<file path="src/rtl/alu_arbiter.sv">
// rtl/alu_arbiter.sv - round-robin arbiter sharing one AND/ADD/SUB alu between two requesters
// Optional build macro ALU_STATS_EN adds saturating stat_ops/stat_ovf response counters.

module alu (
    input  logic [1:0]  op,
    input  logic [31:0] x,
    input  logic [31:0] y,
    output logic [31:0] result,
    output logic        overflow,
    output logic        equal,
    output logic        zero
);
    logic [32:0] sum;
    logic [31:0] neg_y;

    // overflow is the raw adder carry-out; SUB adds the two's complement of y
    always_comb begin
        result   = '0;
        overflow = 1'b0;
        sum      = '0;
        neg_y    = ~y + 32'd1;
        case (op)
            2'b00: result = x & y;
            2'b01: begin
                sum      = {1'b0, x} + {1'b0, y};
                result   = sum[31:0];
                overflow = sum[32];
            end
            2'b10: begin
                sum      = {1'b0, x} + {1'b0, neg_y};
                result   = sum[31:0];
                overflow = sum[32];
            end
            default: ;
        endcase
    end

    assign equal = ~|(x ^ y);
    assign zero  = ~|result;
endmodule


</file>
<file path="config.mk">
export PLATFORM = sky130hd
export DESIGN_NAME = alu
export DESIGN_NICKNAME = d
export VERILOG_FILES = /design/src/rtl/alu_arbiter.sv
export SDC_FILE = /design/constraint.sdc
export NUM_CORES = 1
export LEC_CHECK = 0
export BUFFER_PORTS_ARGS = -buffer_cell sky130_fd_sc_hd__buf_2
export CAP_MARGIN = 20
export CORE_UTILIZATION = 64
export DETAILED_ROUTE_END_ITERATION = 7
export GPL_TIMING_DRIVEN = 0
export PLACE_DENSITY_LB_ADDON = 0.12
export SYNTH_ARGS = -nofsm -noshare
export SYNTH_HDL_FRONTEND = slang
export SYNTH_SLANG_ARGS = --single-unit
</file>
<file path="constraint.sdc">
create_clock -name vclk -period 10.7
set_clock_uncertainty 0.15 [all_clocks]
set_input_delay 2.14 -clock vclk [all_inputs]
set_output_delay 2.14 -clock vclk [all_outputs]
set_load 0.01 [all_outputs]
</file>
## After elaboration in Yosys (flattened, before gate mapping)

Cells that the tools add are included.

- Mux-type cells: 2
- Eq/ne operators: 2
- Bitwise logic cells: 3
- Div/mod/pow operators: 0
- Reductions and logical operators: 5
- Multiply operators: 0
- $add $sub $neg: 3
- Shift-type cells: 0
- $lt $le $gt $ge: 0

Operator list:

| kind | count |
|---|---|
| $pmux 32 s3 | 1 |
| $add 32x32->33 | 2 |
| $reduce_or 32->1 | 2 |
| $add 32x1->32 const B | 1 |
| $and 32x32->32 | 1 |
| $not 32->32 | 1 |
| $xor 32x32->32 | 1 |
| $eq 2x1->1 const B | 1 |
| $eq 2x2->1 const B | 1 |
| $logic_not 1->1 | 2 |
| $logic_not 2->1 | 1 |
| $pmux 1 s2 | 1 |

- Word-level logic and storage cells: 15
- Bits in read-only memories: 0
- Register bits after elaboration: 0
- Output and inout bits: 35
- Input port bits: 66
- Latch bits: 0
- Memories: 0
- Bits in writable memories: 0

## Longest topological paths before layout

- Word-level depth: 6
- Gate-level depth with buffers: 21
- Mapped depth without buffers: 20

## Worst setup path after synthesis

OpenSTA, ideal clock, no wires.

- Path type: input port to output port
- Start point: input port y[5]
- End point: output port zero
- Path buffers: 1
- Data required time: 8.410 ns
- Path slack: 1.822 ns
- Cell stages on the path: 20
- Arrival time: 6.588 ns
- Cell sequence: or3_1 nor3_2 nand2_1 or2_2 or4_1 nor4_2 nor2b_1 xnor2_1 ha_1 clkbuf_1 nand2_1 o21bai_1 o32ai_1 a31oi_1 a21oi_1 xnor2_1 a222oi_1 nor2_1 or3_1 nor4_2

- Word-level cells in the longest chain between the ends: 6
- Elaborated cells between the ends (all ways): 8
- Classes of those cells: add/sub: 3; mux: 1; bitwise: 2; reduce/logical: 2

Ends and longest elaborated chain:

| what | line | source |
|---|---|---|
| from (decl) | 7 | `input logic [31:0] y,` |
| $not 32->32 | 21 | `neg_y = ~y + 32'd1;` |
| $add 32x1->32 | 21 |  |
| $add 32x32->33 | 30 | `sum = {1'b0, x} + {1'b0, neg_y};` |
| $pmux 32 s3 * | 22 | `case (op)` |
| via result[23] | 8 | `output logic [31:0] result,` |
| $reduce_or 32->1 * | 39 | `assign zero = ~\|result;` |
| $logic_not 1->1 * | 39 |  |
| to (decl) | 11 | `output logic zero` |

The timed path passes the listed nets; every way through them passes the cells marked *.

## Worst setup path after layout

- Start point: input port y[2]
- End point: output port zero

- Word-level cells in the longest chain between the ends: 6
- Elaborated cells between the ends (all ways): 8
- Classes of those cells: add/sub: 3; mux: 1; bitwise: 2; reduce/logical: 2

Ends and longest elaborated chain:

| what | line |
|---|---|
| $not 32->32 | 21 |
| $add 32x1->32 | 21 |
| $add 32x32->33 | 30 |
| $pmux 32 s3 * | 22 |
| $reduce_or 32->1 * | 39 |
| $logic_not 1->1 * | 39 |

Every way passes the cells marked *; elsewhere a longest branch is shown, timed or not.

==> metrics.txt <==
# TYPE chip_impl_metric gauge
chip_impl_info{name="timing.critical_path.to_type",value="primary output"} 1
chip_impl_metric{name="postCtsResizedCells",unit=""} 0
chip_impl_metric{name="cp.required",unit="ns"} 8.41
chip_impl_metric{name="route.final.wire_length",unit="mm"} 17.8
chip_impl_metric{name="groute.usage.overall",unit=""} 0.435
chip_impl_info{name="start_kind",value="input port"} 1
chip_impl_metric{name="layout_cells_sized_above_1",unit=""} 0.151
chip_impl_metric{name="fmaxAchievable",unit="MHz"} 97.0
chip_impl_info{name="hp-class",value="input port to primary output"} 1
chip_impl_metric{name="design.final.nets",unit=""} 958
chip_impl_metric{name="drv_cap",unit=""} 0
chip_impl_metric{name="areaGrowthSynthToFinish",unit="%"} 13.6
chip_impl_metric{name="violation_count_after_the_first_detailed_route_iteration",unit=""} 706
chip_impl_info{name="synth_area_leader_cell",value="sky130_fd_sc_hd__ha_1"} 1
chip_impl_metric{name="switching_share",unit=""} 0.612
chip_impl_metric{name="timing.critical_path.slowest_cell_delay",unit="ns"} 0.90
chip_impl_metric{name="p_int",unit="uW"} 136
chip_impl_info{name="max_stage_delay_cell_worst_path",value="sky130_fd_sc_hd__a2111oi_0"} 1
chip_impl_metric{name="cp_max_fo",unit=""} 6
chip_impl_metric{name="holdWs",unit="ns"} 4.67
chip_impl_metric{name="cts_hold_repair.buffers",unit=""} 0
chip_impl_metric{name="timing.slew.headroom",unit=""} 0.234
chip_impl_metric{name="number_of_remaining_drc_errors",unit=""} 0
chip_impl_metric{name="post_synthesis_average_cell_area",unit="um^2"} 6.82
chip_impl_metric{name="setup_viol_count_final",unit=""} 0
chip_impl_metric{name="port_buffers",unit=""} 101
chip_impl_metric{name="num_rows",unit=""} 31
chip_impl_metric{name="antenna_violating_nets_post_route",unit=""} 0
chip_impl_metric{name="clkbuf_count",unit=""} 0
chip_impl_metric{name="layout_worst_path_cycle_share",unit=""} 0.964
chip_impl_info{name="yosysMostFrequentCell",value="sky130_fd_sc_hd__nand2_1"} 1
chip_impl_metric{name="global_route.usage.met3",unit=""} 0.0803
chip_impl_metric{name="fp.dieArea",unit="um^2"} 7940
chip_impl_metric{name="critical_path_buf_inv_count",unit=""} 2
chip_impl_info{name="grt_setup_unrepaired",value="no"} 1
chip_impl_metric{name="warning_count_from_the_yosys_run",unit=""} 0
chip_impl_metric{name="max_slew.worst_pin.slew",unit="ns"} 1.12
chip_impl_metric{name="setup_total_negative_slack",unit="ns"} 0
chip_impl_metric{name="power.static_leakage",unit="nW"} 2.36
chip_impl_metric{name="clock_power_share",unit=""} 0
chip_impl_metric{name="netlist.area_leader.share",unit=""} 0.193
chip_impl_info{name="netlist_top_cells_area",value="sky130_fd_sc_hd__ha_1, sky130_fd_sc_hd__a21oi_1, sky130_fd_sc_hd__xnor2_1, sky130_fd_sc_hd__nand2_1, sky130_fd_sc_hd__xor2_1"} 1
chip_impl_info{name="timing.critical_path.max_delay_family",value="simple AND/OR/NAND/NOR gates"} 1
chip_impl_metric{name="seq_cell_count",unit=""} 0
chip_impl_metric{name="post-route-min-period",unit="ns"} 10.31
chip_impl_metric{name="die_height",unit="um"} 89.1
chip_impl_metric{name="antenna_found_initial",unit=""} 0
chip_impl_metric{name="insertedDiodeCount",unit=""} 0
chip_impl_info{name="criticalPathCategory",value="input port to primary output"} 1
chip_impl_metric{name="pwr_density_cell",unit="nW/um^2"} 63.6
chip_impl_metric{name="drt_pass1_iterations",unit=""} 8
chip_impl_metric{name="grt_util_met1",unit=""} 0.563
chip_impl_metric{name="layout.area.seq",unit="um^2"} 0
chip_impl_metric{name="postSynthCellCount",unit=""} 712
chip_impl_metric{name="p_switching",unit="uW"} 215
chip_impl_metric{name="arrival_time_of_the_worst_setup_path",unit="ns"} 8.02
chip_impl_metric{name="vias",unit=""} 6432
chip_impl_metric{name="timing.final.max_slew_violations",unit=""} 0
chip_impl_metric{name="dp_hpwl",unit="mm"} 14.4
chip_impl_metric{name="weighted_congestion_reported_at_the_end_of_routability_driven_placement",unit=""} 0.992
chip_impl_metric{name="synth.lib_cells_used.distinct",unit=""} 76
chip_impl_metric{name="grt.met2_usage",unit=""} 0.706
chip_impl_metric{name="floorplan.initialDensity",unit=""} 0.666
chip_impl_metric{name="synth_sequential_area_ratio",unit=""} 0
chip_impl_info{name="netlist_top_cells_count",value="sky130_fd_sc_hd__nand2_1, sky130_fd_sc_hd__ha_1, sky130_fd_sc_hd__a21oi_1, sky130_fd_sc_hd__nor2_1, sky130_fd_sc_hd__xnor2_1"} 1
chip_impl_metric{name="via_to_cell_ratio",unit=""} 7.05
chip_impl_metric{name="gr-total-overflow",unit=""} 0
chip_impl_metric{name="wire_per_inst",unit="um"} 19.5
chip_impl_info{name="globalRoute.busiestLayer",value="met2"} 1
chip_impl_metric{name="vdd_drop_max",unit="mV"} 0.0410
chip_impl_metric{name="grt_max_degree",unit=""} 11
chip_impl_metric{name="floorplan.io_pins",unit=""} 101
chip_impl_metric{name="synth_area",unit="um^2"} 4860
chip_impl_metric{name="post_cts.repair.setup_buffers",unit=""} 0
chip_impl_info{name="worstPathCellList",value="buf_2 > or3_1 > nor3_2 > nand2_1 > or2_2 > or4_1 > nor4_4 > nand3b_1 > xor2_1 > ha_1 > and2_1 > nand3_1 > a2111oi_0 > nor3_1 > xnor2_1 > a222oi_1 > nor2_1 > or3_1 > nor4_2 > buf_2"} 1
chip_impl_metric{name="postSynthNetCount",unit=""} 855
chip_impl_metric{name="grt_first_pass_wirelength",unit="mm"} 27.2
chip_impl_info{name="run_status",value="completed"} 1
chip_impl_metric{name="vias_in_the_first_global_route",unit=""} 5833
chip_impl_metric{name="hold_violations",unit=""} 0
chip_impl_metric{name="placeableCoreArea",unit="um^2"} 7290
chip_impl_metric{name="seq_power_share",unit=""} 0
chip_impl_metric{name="p_comb_frac",unit=""} 1.000
chip_impl_metric{name="chipWidth",unit="um"} 89.1
==> layout make-up <==
cell class	instances	area, um^2
Buffer	29	110
Fill cell	617	1780
Multi-Input combinational cell	662	4700
Timing Repair Buffer	101	505
Inverter	21	78.8
Tap cell	99	124
==> metal layers <==
layer | wire length [um] | part of all wire | vias up
li1 | - | - | 2949
met1 | 7210 | 0.40 | 2944
met2 | 7980 | 0.45 | 475
met3 | 1950 | 0.11 | 64
met4 | 673 | 0.038 | 0
met5 | 0 | 0 | -
==> metrics by stage <==
| stage | worst slack [ns] | instances | utilization | area (um^2) | power, mW |
|---|---|---|---|---|---|
| floorplan | 1.82 | 712 | - | 4860 | 0.235 |
| global placement | 0.466 | 912 | 0.752 | 5490 | 0.326 |
| detailed placement | 0.394 | 912 | 0.752 | 5490 | 0.334 |
| CTS | 0.353 | 912 | 0.752 | 5490 | 0.336 |
| global route | 0.110 | 912 | 0.756 | 5520 | 0.378 |
| finish | 0.388 | 912 | 0.756 | 5520 | 0.351 |
==> power by group through the flow <==
| stage | clock, mW | sequential, mW | combinational, mW |
|---|---|---|---|
| 2_1_floorplan | 0 | 0 | 0.235 |
| 3_3_place_gp | 0 | 0 | 0.326 |
| 3_5_place_dp | 0 | 0 | 0.334 |
| 4_1_cts | 0 | 0 | 0.336 |
| 5_1_grt | 0 | 0 | 0.378 |
| 6_report | 0 | 0 | 0.351 |
==> path summary, 6_finish.rpt <==
kind  cells after the start        to  slack (ns)  start
max                      20      zero        0.39   y[2]
min                       5  overflow        4.67  x[31]
==> cells by family after synthesis <==
| family | after synthesis | share of synthesized area |
|---|---|---|
| xor+xnor | 70 | 0.126 |
| fa+ha+maj | 77 | 0.201 |
| compound gates | 249 | 0.355 |
| mux | 7 | 0.0152 |
| buf+inv | 50 | 0.0389 |
| simple gates | 259 | 0.263 |
==> cells in the final DEF (no fill, tap or decap), drive strengths merged, types with 4 or more instances in the layout <==
cell / synthesis / routed
nand2b: 7 / 7
a211o: 4 / 4
buf: 1 / 102
nand3: 14 / 14
a22oi: 5 / 5
nand2: 78 / 78
nor2b: 5 / 5
xor2: 32 / 32
o21a: 12 / 12
and2: 5 / 5
nor3: 17 / 17
o31ai: 9 / 9
o21bai: 8 / 8
a222oi: 15 / 15
a2111oi: 4 / 4
clkbuf: 28 / 28
and3: 6 / 6
nor4: 17 / 17
nor2: 69 / 69
o211ai: 8 / 8
a221oi: 6 / 6
ha: 75 / 75
or4: 6 / 6
nand4: 13 / 13
a211oi: 8 / 8
o21ai: 36 / 36
a31oi: 14 / 14
o31a: 6 / 6
or3: 10 / 10
inv: 20 / 20
xnor2: 38 / 38
a21oi: 69 / 69
a21o: 18 / 18
mux2i: 4 / 4
(Power assumes the default switching activity.)
